**src/rtl/input_conditioner_pkg.sv**
```systemverilog
`default_nettype none
// ============================================================================
// Module      : input_conditioner_pkg
// Description : Shared constants and types for the pushbutton/switch input
//               conditioner. It holds the FSM state encoding, the default
//               debounce length and the switch bus width.
// Revision    : 1.0 - initial release
// ============================================================================
package input_conditioner_pkg;

    // Default debounce length in synchronized samples (1 ms at 50 MHz)
    localparam int unsigned c_debounce_cycles_default = 50000;

    // Width of the board switch bus
    localparam int unsigned c_sw_width = 16;

    // Debounce FSM encoding
    typedef enum logic [1:0] {
        ST_IDLE         = 2'd0,
        ST_PRESS_WAIT   = 2'd1,
        ST_PRESSED      = 2'd2,
        ST_RELEASE_WAIT = 2'd3
    } state_e;

endpackage : input_conditioner_pkg
`default_nettype wire

```
**src/rtl/input_conditioner_if.sv**
```systemverilog
`default_nettype none
// ============================================================================
// Module      : input_conditioner_if
// Description : Bundle of board-side inputs and CPU-side outputs of the
//               input conditioner.
//               master : drives button_raw/switches_raw, observes the outputs
//               slave  : the conditioner itself
//   button_raw   raw bouncing pushbutton level (1 = pressed)
//   switches_raw raw board switch levels
//   ready        one-cycle pulse per accepted press
//   switches     switch snapshot captured on the accepted press
//   pressed      debounced button level
// Revision    : 1.0 - initial release
// ============================================================================
interface input_conditioner_if;
    import input_conditioner_pkg::*;

    logic                  button_raw;
    logic [c_sw_width-1:0] switches_raw;
    logic                  ready;
    logic [c_sw_width-1:0] switches;
    logic                  pressed;

    modport master (
        output button_raw,
        output switches_raw,
        input  ready,
        input  switches,
        input  pressed
    );

    modport slave (
        input  button_raw,
        input  switches_raw,
        output ready,
        output switches,
        output pressed
    );

endinterface : input_conditioner_if
`default_nettype wire

```
**src/rtl/input_conditioner_sync2.sv**
```systemverilog
`default_nettype none
// ============================================================================
// Module      : sync2
// Description : Width-parameterized two-flop synchronizer. Each bit is
//               synchronized independently.
//   clk    system clock
//   reset  synchronous active-high reset, clears both stages
//   d_i    asynchronous input
//   q_o    synchronized output, visible two rising edges after d_i settles
// Revision    : 1.0 - initial release
// ============================================================================
module sync2 #(
    parameter int unsigned WIDTH = 1
) (
    input  logic             clk,
    input  logic             reset,
    input  logic [WIDTH-1:0] d_i,
    output logic [WIDTH-1:0] q_o
);

    logic [WIDTH-1:0] meta_q;
    logic [WIDTH-1:0] sync_q;

    always_ff @(posedge clk) begin
        if (reset) begin
            meta_q <= '0;
            sync_q <= '0;
        end else begin
            meta_q <= d_i;
            sync_q <= meta_q;
        end
    end

    assign q_o = sync_q;

endmodule : sync2
`default_nettype wire

```
**src/rtl/input_conditioner.sv**
```systemverilog
`default_nettype none
// ============================================================================
// Module      : input_conditioner
// Description : Synchronizes and debounces a pushbutton and synchronizes the
//               board switches. Every accepted press produces one ready pulse
//               and captures a snapshot of the switches for the CPU.
//   clk      system clock, all state updates on the rising edge
//   reset    synchronous active-high reset
//   bus      slave side of input_conditioner_if
//            (button_raw, switches_raw in; ready, switches, pressed out)
// Revision    : 1.0 - initial release
// ============================================================================
module input_conditioner
    import input_conditioner_pkg::*;
#(
    parameter int unsigned DEBOUNCE_CYCLES = c_debounce_cycles_default
) (
    input  logic                  clk,
    input  logic                  reset,
    input_conditioner_if.slave    bus
);

    // The counter only ever reaches N-1, so clog2(N+1) bits is ample.
    localparam int unsigned            c_cnt_w    = $clog2(DEBOUNCE_CYCLES + 1);
    localparam logic [c_cnt_w-1:0]     c_cnt_last = c_cnt_w'(DEBOUNCE_CYCLES - 1);
    localparam logic [c_cnt_w-1:0]     c_cnt_one  = c_cnt_w'(1);

    logic                  btn_s;
    logic [c_sw_width-1:0] sw_s;

    state_e                state_q, state_d;
    logic [c_cnt_w-1:0]    cnt_q, cnt_d;
    logic                  ready_q, ready_d;
    logic [c_sw_width-1:0] switches_q, switches_d;
    logic                  pressed_q, pressed_d;

    sync2 #(.WIDTH(1)) u_btn_sync (
        .clk   (clk),
        .reset (reset),
        .d_i   (bus.button_raw),
        .q_o   (btn_s)
    );

    sync2 #(.WIDTH(c_sw_width)) u_sw_sync (
        .clk   (clk),
        .reset (reset),
        .d_i   (bus.switches_raw),
        .q_o   (sw_s)
    );

    // State, counter and output registers
    always_ff @(posedge clk) begin
        if (reset) begin
            state_q    <= ST_IDLE;
            cnt_q      <= '0;
            ready_q    <= 1'b0;
            switches_q <= '0;
            pressed_q  <= 1'b0;
        end else begin
            state_q    <= state_d;
            cnt_q      <= cnt_d;
            ready_q    <= ready_d;
            switches_q <= switches_d;
            pressed_q  <= pressed_d;
        end
    end

    // Next-state and debounce counter
    always_comb begin
        state_d = state_q;
        cnt_d   = cnt_q;
        unique case (state_q)
            ST_IDLE: begin
                if (btn_s) begin
                    state_d = ST_PRESS_WAIT;
                    cnt_d   = '0;
                end
            end
            ST_PRESS_WAIT: begin
                if (!btn_s) begin
                    state_d = ST_IDLE;
                end else if (cnt_q == c_cnt_last) begin
                    state_d = ST_PRESSED;
                end else begin
                    cnt_d = cnt_q + c_cnt_one;
                end
            end
            ST_PRESSED: begin
                if (!btn_s) begin
                    state_d = ST_RELEASE_WAIT;
                    cnt_d   = '0;
                end
            end
            ST_RELEASE_WAIT: begin
                // A bounce back to 1 returns to PRESSED silently; only the
                // IDLE path can generate another pulse.
                if (btn_s) begin
                    state_d = ST_PRESSED;
                end else if (cnt_q == c_cnt_last) begin
                    state_d = ST_IDLE;
                end else begin
                    cnt_d = cnt_q + c_cnt_one;
                end
            end
            default: begin
                state_d = ST_IDLE;
                cnt_d   = '0;
            end
        endcase
    end

    // Output next values; registered above so no raw input reaches an output
    // combinationally.
    always_comb begin
        ready_d    = 1'b0;
        switches_d = switches_q;
        pressed_d  = (state_d == ST_PRESSED) || (state_d == ST_RELEASE_WAIT);
        if ((state_q == ST_PRESS_WAIT) && (state_d == ST_PRESSED)) begin
            ready_d    = 1'b1;
            switches_d = sw_s;
        end
    end

    assign bus.ready    = ready_q;
    assign bus.switches = switches_q;
    assign bus.pressed  = pressed_q;

endmodule : input_conditioner
`default_nettype wire

```
**src/flat_wrapper.sv**
```systemverilog
// flat-port wrapper written by rule: the top's interface ports become plain ports
module input_conditioner_flat import input_conditioner_pkg::*;
#(
    parameter int unsigned DEBOUNCE_CYCLES = c_debounce_cycles_default
)
  (clk, reset, bus_button_raw, bus_switches_raw, bus_ready, bus_switches, bus_pressed);
  input_conditioner_if bus_i ();
  input  logic clk;
  input  logic reset;
  input wire logic [$bits(bus_i.button_raw)-1:0] bus_button_raw;
  input wire logic [$bits(bus_i.switches_raw)-1:0] bus_switches_raw;
  output wire logic [$bits(bus_i.ready)-1:0] bus_ready;
  output wire logic [$bits(bus_i.switches)-1:0] bus_switches;
  output wire logic [$bits(bus_i.pressed)-1:0] bus_pressed;
  assign bus_i.button_raw = bus_button_raw;
  assign bus_i.switches_raw = bus_switches_raw;
  assign bus_ready = bus_i.ready;
  assign bus_switches = bus_i.switches;
  assign bus_pressed = bus_i.pressed;
  input_conditioner #(.DEBOUNCE_CYCLES(DEBOUNCE_CYCLES)) u_core (.clk(clk), .reset(reset), .bus(bus_i));
endmodule
```
**config.mk**
```make
export PLATFORM = sky130hd
export DESIGN_NAME = input_conditioner_flat
export DESIGN_NICKNAME = d
export VERILOG_FILES = /design/src/rtl/input_conditioner_pkg.sv /design/src/rtl/input_conditioner_if.sv /design/src/rtl/input_conditioner_sync2.sv /design/src/rtl/input_conditioner.sv /design/src/flat_wrapper.sv
export SDC_FILE = /design/constraint.sdc
export NUM_CORES = 1
export LEC_CHECK = 0
export BUFFER_PORTS_ARGS = -buffer_cell sky130_fd_sc_hd__buf_2
export CAP_MARGIN = 25
export CORE_ASPECT_RATIO = 1.2
export CORE_UTILIZATION = 50
export DETAILED_ROUTE_END_ITERATION = 16
export PLACE_DENSITY = 0.72
export SYNTH_ARGS = -nofsm -noshare
export SYNTH_HDL_FRONTEND = slang
export SYNTH_SLANG_ARGS = --single-unit
```
**constraint.sdc**
```tcl
create_clock -name clk -period 2 [get_ports clk]
set_input_delay 0.1 -clock clk [delete_from_list [all_inputs] [get_ports clk]]
set_output_delay 0.1 -clock clk [all_outputs]
set_load 0.02 [all_outputs]
```
Yosys cells after proc, flatten, opt, wreduce, memory -nomap -nowiden

Cells that the tools add are included.

Register bits after elaboration: 70
Latch bits: 0
Bits in writable memories: 0
Bits in read-only memories: 0
Memories: 0

Add/subtract/negate cells: 1
Multipliers: 0
Divide/modulo/power cells: 0
Order comparisons: 0
Eq/ne operators: 10
Shifts and indexed selects: 0
Multiplexer cells: 14
Bitwise logic cells: 0
Reduce and logical (&&, ||, !) cells: 4

Operator list:

| operator                                                         | number |
|---|---|
| 16-bit two-way mux                                               | 5 |
| 16-bit one-hot mux with 4 select lines                           | 1 |
| 16-bit by 1-bit adder with 16-bit output (second input constant) | 1 |
| 16-bit == test (second input constant)                           | 1 |
| 2-bit two-way mux                                                | 6 |
| 2-bit == test (second input constant)                            | 4 |
| 2-bit inequality test (second input constant)                    | 4 |
| 2-bit one-hot mux with 4 select lines                            | 1 |
| 4-bit AND reduction                                              | 1 |
| 2-bit by 1-bit == test with 1-bit output (second input constant) | 1 |
| 2-bit logical NOT                                                | 1 |
| 1-bit logical AND                                                | 1 |
| 1-bit logical OR                                                 | 1 |
| 1-bit two-way mux                                                | 1 |

Depth between registers and ports, before layout

Gate-level depths: netlist (run 1).

Depth in word-level cells: 7
Gate-level depth with buffers: 7
Depth with buffers taken out: 5

Modules after synthesis

Synthesis (run 1) repeated with hierarchy kept, for this count alone.

Cells, all modules: 253
Area, all modules: 2472.4 um2

By module, submodules not included:

| module                    | times used | cells each | area each (um2) | seq. area each (um2) |
|---|---|---|---|---|
| input_conditioner         | 1          | 182        | 1556.5          | 700.7 |
| sync2 (u_core.u_sw_sync)  | 1          | 67         | 863.3           | 640.6 |
| sync2 (u_core.u_btn_sync) | 1          | 4          | 52.6            | 40.0 |

Worst setup path after synthesis (run 1)

OpenSTA, ideal clock, no wires.

Path kind: reg-to-reg
From: reg u_core.cnt_q[10]
To: reg u_core.cnt_q[6]
Library setup time: 117 ps
Arrival time: 1865 ps
Setup slack: 18 ps
Stages on the path, launching flop included: 6
Path buffers: 1
Cell sequence: dfxtp_1 -> or4b_1 -> or4_1 -> buf_2 -> and3_4 -> a32o_1

Longest elaborated chain between the ends: 4
Elaborated cells between the ends (all ways): 5

Ends and longest elaborated chain:

| what                                       | line                                             | text |
|---|---|---|
| start: declaration                         | input_conditioner.sv:32                          | `logic [c_cnt_w-1:0] cnt_q, cnt_d;` |
| start signal: assignment                   | input_conditioner.sv:61                          | `cnt_q <= cnt_d;` |
| 16-bit == test (*)                         | input_conditioner.sv:82, input_conditioner.sv:99 |  |
| 16-bit two-way mux (*)                     | -                                                |  |
| 16-bit two-way mux (on tied branches)      | -                                                |  |
| 16-bit one-hot mux with 4 select lines (*) | -                                                |  |

Every way passes the cells marked *; elsewhere a longest branch is shown, timed or not. The select of a mux whose other input is x is not followed.
A chain may end at the register's enable or synchronous reset.

Worst setup path in the final report (run 1)

From: reg u_core.cnt_q[5]
To: reg u_core.cnt_q[2]

Same word-level chain as after synthesis.

==> impl_metrics.tcl, run 1 <==
set metrics [dict create \
    outcome "finished clean" \
    cts_tree "done" \
    report.final.slew_viol_count 0 \
    setup_tns_ns 0 \
    cts_sinks 70 \
    synthArstFlopShare 0 \
    synth-seq-area-share 0.548 \
    layout_worst_path_cycle_share 0.986 \
    synth_enable_flop_cells 0 \
    ys_warn_count 0 \
    slew-limit-headroom 0.587 \
    fraction_of_final_layout_cells_with_drive_strength_greater_than_1 0.248 \
    number_of_iterations_in_the_first_detailed_routing_pass 4 \
    ys_ff_latch 70 \
    nature_of_the_critical_path_startpoint "flip-flop" \
    antenna_left 0 \
    syn_avg_cell_area_um2 9.57 \
    num_vias 2134 \
    peakVddDrop_mv 0.905 \
    crit_path_max_fanout 5 \
    sw_frac_of_total 0.204 \
    criticalPathCategory "flip-flop to flip-flop" \
    layout.filler_cells 383 \
    first_pass_grt_wire_length_mm 8.65 \
    post_drt_via_cell_ratio 5.35 \
    max_cap_violations 0 \
    internal-power_mw 2.32 \
    power_density_nw_per_um2 875 \
    cts_max_path_buffers 2 \
    die_h_um 80.3 \
    drt-wirelength-per-cell_um 13.2 \
    post-synth-top-area-fraction 0.548 \
    multiInputGateArea_um2 1070 \
    fin_worst_skew_ns 0.00727 \
    worst-r2r-setup-slack_ns 0.03 \
    detailed_place.area_um2 2900 \
    synth_largest_area_cell "sky130_fd_sc_hd__dfxtp_1" \
    hold_path_class "input pin to flip-flop" \
    layout.cells.most_common_list "sky130_fd_sc_hd__dfxtp_1 (70), sky130_fd_sc_hd__buf_2 (36), sky130_fd_sc_hd__nor2b_1 (34)" \
    final-seq-area_um2 1400 \
    arrival_ns 2.20 \
    grt_antenna_before_repair 0 \
    root_buffer_cell "sky130_fd_sc_hd__clkbuf_8" \
    maxClockFrequency_mhz 507 \
    worstPathRequired_ns 2.23 \
    synthesis.nets 287 \
    pwr-share-seq 0.492 \
    core_region_area_um2 4940 \
    final.min_clock_period_ns 1.97 \
    total_switching_power_mw 0.595 \
    mostFrequentLayoutCell "sky130_fd_sc_hd__dfxtp_1" \
    syn-cell-area_um2 2560 \
    final.setup.worst_slack_ns 0.0277 \
    grt_pass1_vias 1962 \
    grt_max_degree 37 \
    groute.usage.overall 0.217 \
    row_count 28 \
    initial_utilization 0.517 \
    gp_congestion 0.857 \
    postSynthCellCount 267 \
    endpoint_kind "flip-flop" \
    final-hold-violation-count 0 \
    detailedPlace.worstSlack_ns -0.00709 \
    setup_repair_after_global_routing_missed_its_margin "yes" \
    power_frac_clock 0.469 \
    drt_drc_violations_left 0 \
    tightestPinTransition_ns 0.615 \
    area.growth.synth_to_final_pct 30.3 \
    cts.reportedPaths.clkPinSlew_ns 0.07 \
    synth_top_cells_by_area "sky130_fd_sc_hd__dfxtp_1 (55%), sky130_fd_sc_hd__nor2b_1 (8.3%), sky130_fd_sc_hd__a21oi_1 (4.9%)" \
    area_enclosed_by_the_die_boundary_um2 5400 \
    synth_flop_cell "sky130_fd_sc_hd__dfxtp_1" \
    combinationalPowerShare 0.040 \
    leakagePower_nw 1.27 \
    wirelength_mm 5.27 \
    detailedPlacementHpwl_mm 3.41 \
    setup-violations-final 0 \
    insertion_delay_ns 0.34 \
    portBuffers 36 \
    antenna_cells 0 \
    floorplan.die.width_um 67.3 \
    drtIter0Drc 150 \
    finish.instance_area_um2 3330 \
    cts_post_setup_buffers_inserted 0 \
    htree_levels 3 \
    finalNetCount 354 \
    cts_made_buffers 9 \
    grt_overflow_total 0 \
    yosysUniqueCellTypes 37 \
    num_io_pins 37 \
]
## power by group through the flow
| stage | logic [mW] | registers (mW) | clock network (mW) |
|---|---|---|---|
| 2_1_floorplan | 0.0542 | 1.47 | 0 |
| 3_3_place_gp | 0.0861 | 1.47 | 0 |
| 3_5_place_dp | 0.0880 | 1.47 | 0 |
| 4_1_cts | 0.113 | 1.43 | 1.38 |
| 5_1_grt | 0.127 | 1.44 | 1.44 |
| 6_report | 0.116 | 1.43 | 1.37 |
## sequential cells by signal (all words and copies together) (netlist names)
name and cells:
u_core.bus.switches 16, u_core.cnt_q 16, u_core.u_sw_sync.meta_q 16, u_core.u_sw_sync.q_o 16
u_core.state_q 2, u_core.bus.pressed 1, u_core.bus.ready 1, u_core.u_btn_sync.meta_q 1
u_core.u_btn_sync.q_o 1
## metrics by stage
step                cells  power, mW  hold WS, ns  utilization
floorplan             267       1.52        0.228            -
global placement      366       1.55        0.306        0.586
detailed placement    366       1.55        0.312        0.586
CTS                   399       2.93       0.0710        0.672
global route          399       3.01       0.0823        0.675
finish                399       2.92       0.0865        0.675
## synth_stat cells, drive strengths merged, types with 3 or more instances
master  count
a21oi      25
buf         4
nand4      18
nor2        5
or4         4
nor4        4
nand3       5
inv         6
clkbuf     14
nand2      13
o31ai       4
nor2b      34
a32o        5
dfxtp      70
or2         4
o21ai      21
xnor2       3
nor3        7
## critical path: stages (launching register included)
cell and delay (ns):
sky130_fd_sc_hd__dfxtp_1 0.31, sky130_fd_sc_hd__or4b_1 0.54, sky130_fd_sc_hd__or4_4 0.59, sky130_fd_sc_hd__and3_4 0.22
sky130_fd_sc_hd__a32o_1 0.21
## final cells by class
| type | count | share of cell area |
|---|---|---|
| Clock inverter | 7 | 0.0360 |
| Multi-Input combinational cell | 173 | 0.322 |
| Sequential cell | 70 | 0.421 |
| Inverter | 6 | 0.00676 |
| Clock buffer | 9 | 0.0372 |
| Tap cell | 60 | 0.0225 |
| Timing Repair Buffer | 74 | 0.155 |
## layer usage
| layer | wire (um) | share of wire | track usage | vias to the layer above |
|---|---|---|---|---|
| li1 | - | - | - | 1091 |
| met1 | 2330 | 0.44 | 0.249 | 989 |
| met2 | 2700 | 0.51 | 0.366 | 50 |
| met3 | 191 | 0.036 | 0.0611 | 4 |
| met4 | 42 | 0.0080 | 0.0957 | 0 |
| met5 | 0 | 0 | 0 | - |
## cell families after synthesis
family,count (synthesis),synth area share
AO/OA/AOI/OAI,62,0.144
multiplexers,1,0.00392
buffers and inverters,24,0.0372
AND/OR/NAND/NOR,105,0.248
adder cells (fa/ha/maj),1,0.00489
XOR/XNOR,4,0.0137
flip-flops,70,0.548
## timing repair
item,in CTS,in global routing
endpoints found under the hold margin,17,0
gates resized for setup,2,4
hold buffers,17,0
setup endpoints to repair,6,8
## path summary, 6_finish.rpt
| path | start | to | cells after the start |
|---|---|---|---|
| max reg2reg | u_core.cnt_q[5]$_SDFFE_PP0P_ | u_core.cnt_q[2]$_SDFFE_PP0P_ | 4 |
| min | reset | u_core.u_btn_sync.q_o$_SDFF_PP0_ | 2 |
| min reg2reg | u_core.u_sw_sync.meta_q[1]$_SDFF_PP0_ | u_core.u_sw_sync.q_o[1]$_SDFF_PP0_ | 1 |
| max | u_core.cnt_q[5]$_SDFFE_PP0P_ | u_core.cnt_q[2]$_SDFFE_PP0P_ | 4 |
(Power assumes the default switching activity.)
==> run 2: changes to the inputs <==
Settings changed: CORE_ASPECT_RATIO 1.2 to 0.7.
==> impl_metrics.tcl, run 2 (same netlist as run 1, synthesis figures left out) <==
set metrics [dict create \
    outcome "finished clean" \
    initial_utilization 0.529 \
    htree_levels 3 \
    leakagePower_nw 1.25 \
    arrival_ns 2.24 \
    detailedPlacementHpwl_mm 3.68 \
    layout.cells.most_common_list "sky130_fd_sc_hd__dfxtp_1 (68), sky130_fd_sc_hd__buf_2 (36), sky130_fd_sc_hd__nor2b_1 (34)" \
    fin_util 0.682 \
    use_met3 0.0872 \
    antenna_left 0 \
    final.setup.worst_slack_ns 0.000989 \
    power_density_nw_per_um2 814 \
    cts_tree "done" \
    finish.instance_area_um2 3300 \
    setup_tns_ns 0 \
    root_buffer_cell "sky130_fd_sc_hd__clkbuf_8" \
    cts_sinks 70 \
    die_h_um 61.8 \
    criticalPathCategory "flip-flop to flip-flop" \
    grt_pass1_vias 1733 \
    layout.filler_cells 403 \
    finalNetCount 353 \
    setup-violations-final 0 \
    endpoint_kind "flip-flop" \
    wirelength_mm 5.60 \
    portBuffers 36 \
    groute.usage.overall 0.222 \
    grt_antenna_before_repair 0 \
    final.min_clock_period_ns 2.00 \
    worstPathRequired_ns 2.25 \
    cts.reportedPaths.clkPinSlew_ns 0.07 \
    grt_overflow_total 0 \
    num_io_pins 37 \
    max_cap_violations 0 \
    cts_made_buffers 9 \
    grt_max_degree 46 \
    report.final.slew_viol_count 0 \
    post_drt_via_cell_ratio 5.33 \
    hold_path_class "input pin to flip-flop" \
    drt_drc_violations_left 0 \
    grt_use_met1 0.317 \
    peakVddDrop_mv 0.394 \
    crit_path_max_fanout 3 \
    antenna_cells 0 \
    drt-wirelength-per-cell_um 13.8 \
    num_vias 2169 \
    nature_of_the_critical_path_startpoint "flip-flop" \
    first_pass_grt_wire_length_mm 8.60 \
    number_of_iterations_in_the_first_detailed_routing_pass 4 \
    total_power_mw 2.68 \
    area_enclosed_by_the_die_boundary_um2 5410 \
    mostFrequentLayoutCell "sky130_fd_sc_hd__dfxtp_1" \
    final-hold-violation-count 0 \
    core_region_area_um2 4830 \
    cts_post_setup_buffers_inserted 0 \
    drtIter0Drc 141 \
    grt_most_used_layer "met1" \
    slew-limit-headroom 0.615 \
    insertion_delay_ns 0.34 \
    maxClockFrequency_mhz 500 \
    layout_worst_path_cycle_share 1.00 \
    setup_repair_after_global_routing_missed_its_margin "yes" \
    detailedPlace.worstSlack_ns -0.00519 \
    grt_use_met2 0.313 \
    area.growth.synth_to_final_pct 29.1 \
    tightestPinTransition_ns 0.574 \
    fin_worst_skew_ns 0.00622 \
    gp_congestion 0.917 \
    floorplan.die.width_um 87.5 \
    fraction_of_final_layout_cells_with_drive_strength_greater_than_1 0.249 \
    cts_max_path_buffers 2 \
    detailed_place.area_um2 2900 \
    row_count 21 \
]
run 2: changes by cell type in the layout (fill, tap and decap cells not counted), moves of 2 or more:
cell | previous run | this run
sky130_fd_sc_hd__o21ai_2 | 2 | 0
sky130_fd_sc_hd__o21ai_1 | 15 | 17
sky130_fd_sc_hd__bufinv_16 | 3 | 1
sky130_fd_sc_hd__dfxtp_1 | 70 | 68
sky130_fd_sc_hd__clkinv_4 | 1 | 3
sky130_fd_sc_hd__dfxtp_2 | 0 | 2
run 2: final cells by class:
type                       instances  area (um2)  share of cell area
timing repair buffer              73         504               0.153
clock buffer                      10         128              0.0387
multi-input combinational        173        1080               0.329
tap                               69        86.3              0.0262
inverter                           6        22.5             0.00683
sequential                        70        1400               0.425
clock inverter                     6        70.1              0.0212
run 2: per-stage QoR:
| step | hold slack, ns | cells |
|---|---|---|
| 2_1_floorplan | 0.228 | 267 |
| 3_3_place_gp | 0.310 | 374 |
| 3_5_place_dp | 0.314 | 374 |
| 4_1_cts | 0.153 | 407 |
| 5_1_grt | 0.153 | 407 |
| 6_report | 0.176 | 407 |
run 2: power by group:
part | internal (mW) | switching, mW | total [mW]
sequential | 1.43 | 0.0112 | 1.44
clock | 0.585 | 0.546 | 1.13
combinational | 0.0630 | 0.0535 | 0.117
run 2: worst paths after layout:
path / start / to / slack, ns / depth (start not counted)
setup / recovery: u_core.cnt_q[11]$_SDFFE_PP0P_ / u_core.cnt_q[1]$_SDFFE_PP0P_ / 0.001 / 5
hold / removal: reset / u_core.bus.switches[3]$_SDFFE_PP0P_ / 0.18 / 2
setup reg to reg: u_core.cnt_q[11]$_SDFFE_PP0P_ / u_core.cnt_q[1]$_SDFFE_PP0P_ / 0.001 / 5
hold reg to reg: u_core.u_sw_sync.meta_q[14]$_SDFF_PP0_ / u_core.u_sw_sync.q_o[14]$_SDFF_PP0_ / 0.44 / 1
run 2: worst max-delay path, stage by stage, from the launching register on:
cell and delay (ns):
sky130_fd_sc_hd__dfxtp_1 0.31, sky130_fd_sc_hd__or4b_4 0.54, sky130_fd_sc_hd__or4_4 0.57, sky130_fd_sc_hd__buf_4 0.16, sky130_fd_sc_hd__a211o_1 0.25, sky130_fd_sc_hd__o31ai_1 0.07
run 2: routing by layer:
metal  wire, um  part of all wire  up-vias
met5          0                 0        -
met2       2320              0.41       92
met3        417             0.074        2
li1           -                 -     1089
met1       2840              0.51      986
met4         21            0.0037        0
run 2: repair_timing:
action / CTS / global route
hold endpoints to repair: 17 / 0
endpoints found under the setup margin: 7 / 24
resized for setup: 2 / 7
pin swaps: 1 / 0
hold buffers: 17 / 0
==> run 3: changes to the inputs <==
Settings changed: CELL_PAD_IN_SITES_DETAIL_PLACEMENT set to 0, CELL_PAD_IN_SITES_GLOBAL_PLACEMENT set to 1, CORE_UTILIZATION 50 to 38, PLACE_DENSITY 0.72 to 0.71.
==> impl_metrics.tcl, run 3 (same netlist as run 1, synthesis figures left out) <==
set metrics [dict create \
    drt_drc_violations_left 0 \
    setup_repair_after_global_routing_missed_its_margin "yes" \
    cts.reportedPaths.clkPinSlew_ns 0.07 \
    mostFrequentLayoutCell "sky130_fd_sc_hd__dfxtp_1" \
    endpoint_kind "flip-flop" \
    arrival_ns 2.22 \
    insertion_delay_ns 0.34 \
    final.min_clock_period_ns 2.00 \
    hold_path_class "input pin to flip-flop" \
    groute.usage.overall 0.181 \
    power_density_nw_per_um2 787 \
    final_cells 427 \
    max_cap_violations 0 \
    root_buffer_cell "sky130_fd_sc_hd__clkbuf_8" \
    gp_congestion 0.849 \
    grt_overflow_total 0 \
    drtIter0Drc 155 \
    nature_of_the_critical_path_startpoint "flip-flop" \
    area_enclosed_by_the_die_boundary_um2 7060 \
    setup-violations-final 0 \
    leakagePower_nw 1.23 \
    grt_antenna_before_repair 0 \
    core_region_area_um2 6370 \
    area.growth.synth_to_final_pct 28.4 \
    floorplan.die.width_um 100 \
    cp_slowest_cell "sky130_fd_sc_hd__or4_4" \
    cts_sinks 70 \
    largest_incremental_delay_on_the_critical_path_ns 0.61 \
    slew-limit-headroom 0.649 \
    htree_levels 3 \
    layout.cells.most_common_list "sky130_fd_sc_hd__dfxtp_1 (70), sky130_fd_sc_hd__buf_2 (36), sky130_fd_sc_hd__nor2b_1 (34)" \
    outcome "finished clean" \
    grt_pass1_vias 1851 \
    post_drt_via_cell_ratio 4.83 \
    crit_path_cell_trace "or4b_4 > or4_4 > and3_4 > a32o_1" \
    post-place-cells 396 \
    tightestPinTransition_ns 0.524 \
    portBuffers 36 \
    fin_util 0.516 \
    report.final.slew_viol_count 0 \
    number_of_iterations_in_the_first_detailed_routing_pass 4 \
    initial_utilization 0.402 \
    num_vias 2064 \
    detailedPlace.worstSlack_ns -0.111 \
    multiInputGateArea_um2 1070 \
    row_count 24 \
    worst_hold_margin_ns 0.0200 \
    antenna_cells 0 \
    cts_max_path_buffers 2 \
    antenna_left 0 \
    die_h_um 70.6 \
    fraction_of_final_layout_cells_with_drive_strength_greater_than_1 0.241 \
    detailedPlacementHpwl_mm 3.97 \
    maxClockFrequency_mhz 500 \
    final.setup.worst_slack_ns 0.000949 \
    finalNetCount 352 \
    cts_tree "done" \
    worstPathRequired_ns 2.23 \
    peakVddDrop_mv 0.588 \
    drt-wirelength-per-cell_um 13.6 \
    first_pass_grt_wire_length_mm 9.63 \
    wirelength_mm 5.81 \
    criticalPathCategory "flip-flop to flip-flop" \
    layout.filler_cells 600 \
    final-seq-area_um2 1400 \
    cts_made_buffers 9 \
    num_io_pins 37 \
    final-hold-violation-count 0 \
    fin_worst_skew_ns 0.00842 \
    grt_max_degree 40 \
    layout_worst_path_cycle_share 1.00 \
    crit_path_max_fanout 6 \
]
==> run 3: changes by cell type in the layout (fill, tap and decap cells not counted), moves of 2 or more <==
cell                            previous run  this run
sky130_fd_sc_hd__clkinv_4                  3         0
sky130_fd_sc_hd__clkinvlp_4                0         3
sky130_fd_sc_hd__clkbuf_8                  9        11
sky130_fd_sc_hd__dfxtp_1                  68        70
sky130_fd_sc_hd__dfxtp_2                   2         0
sky130_fd_sc_hd__dlygate4sd3_1            17        15
==> run 3: layout make-up <==
| cell class | count | area share |
|---|---|---|
| clock inverters | 4 | 0.00953 |
| repair buffers | 72 | 0.151 |
| inverters | 6 | 0.00686 |
| multi-input cells | 173 | 0.325 |
| flip-flops and latches | 70 | 0.427 |
| well taps | 91 | 0.0347 |
| clock buffers | 11 | 0.0461 |
==> run 3: power breakdown <==
group / internal, mW / switching [mW]
logic: 0.0607 / 0.0531
registers: 1.43 / 0.00977
clock network: 0.515 / 0.518
total: 2.00 / 0.581
==> run 3: metal layers <==
layer  GRT usage  share of wire
met3      0.0543          0.074
met5           0              0
met1       0.294           0.55
met2       0.217           0.37
met4      0.0580         0.0098
==> run 3: path summary, 6_finish.rpt <==
kind	startpoint	endpoint	slack, ns	depth (start not counted)
setup / recovery	u_core.cnt_q[5]$_SDFFE_PP0P_	u_core.cnt_q[7]$_SDFFE_PP0P_	0.0009	4
hold / removal	bus_switches_raw[4]	u_core.u_sw_sync.meta_q[4]$_SDFF_PP0_	0.02	2
setup reg to reg	u_core.cnt_q[5]$_SDFFE_PP0P_	u_core.cnt_q[7]$_SDFFE_PP0P_	0.0009	4
hold reg to reg	u_core.u_sw_sync.meta_q[7]$_SDFF_PP0_	u_core.u_sw_sync.q_o[7]$_SDFF_PP0_	0.43	1
==> run 3: per-stage QoR <==
step           setup TNS (ns)  power [mW]  cell area [um2]
2_1_floorplan               0        1.52             2560
3_3_place_gp            -1.22        1.56             2930
3_5_place_dp            -2.10        1.56             2930
4_1_cts                     0        2.61             3270
5_1_grt                -0.237        2.68             3280
6_report                    0        2.58             3280
==> run 3: critical path: cells and delay by family (launching register included) <==
family / cells / cell delay (ns)
DFF: 1 / 0.31
and+or+nand+nor: 3 / 1.36
AOI/OAI and AO/OA: 1 / 0.22
==> run 3: what timing repair did <==
| action | in CTS | in global routing |
|---|---|---|
| hold buffers | 15 | 0 |
| gates resized for setup | 3 | 1 |
| buffers inserted | 0 | 1 |
| endpoints found under the setup margin | 24 | 22 |
| hold endpoints to repair | 15 | 0 |
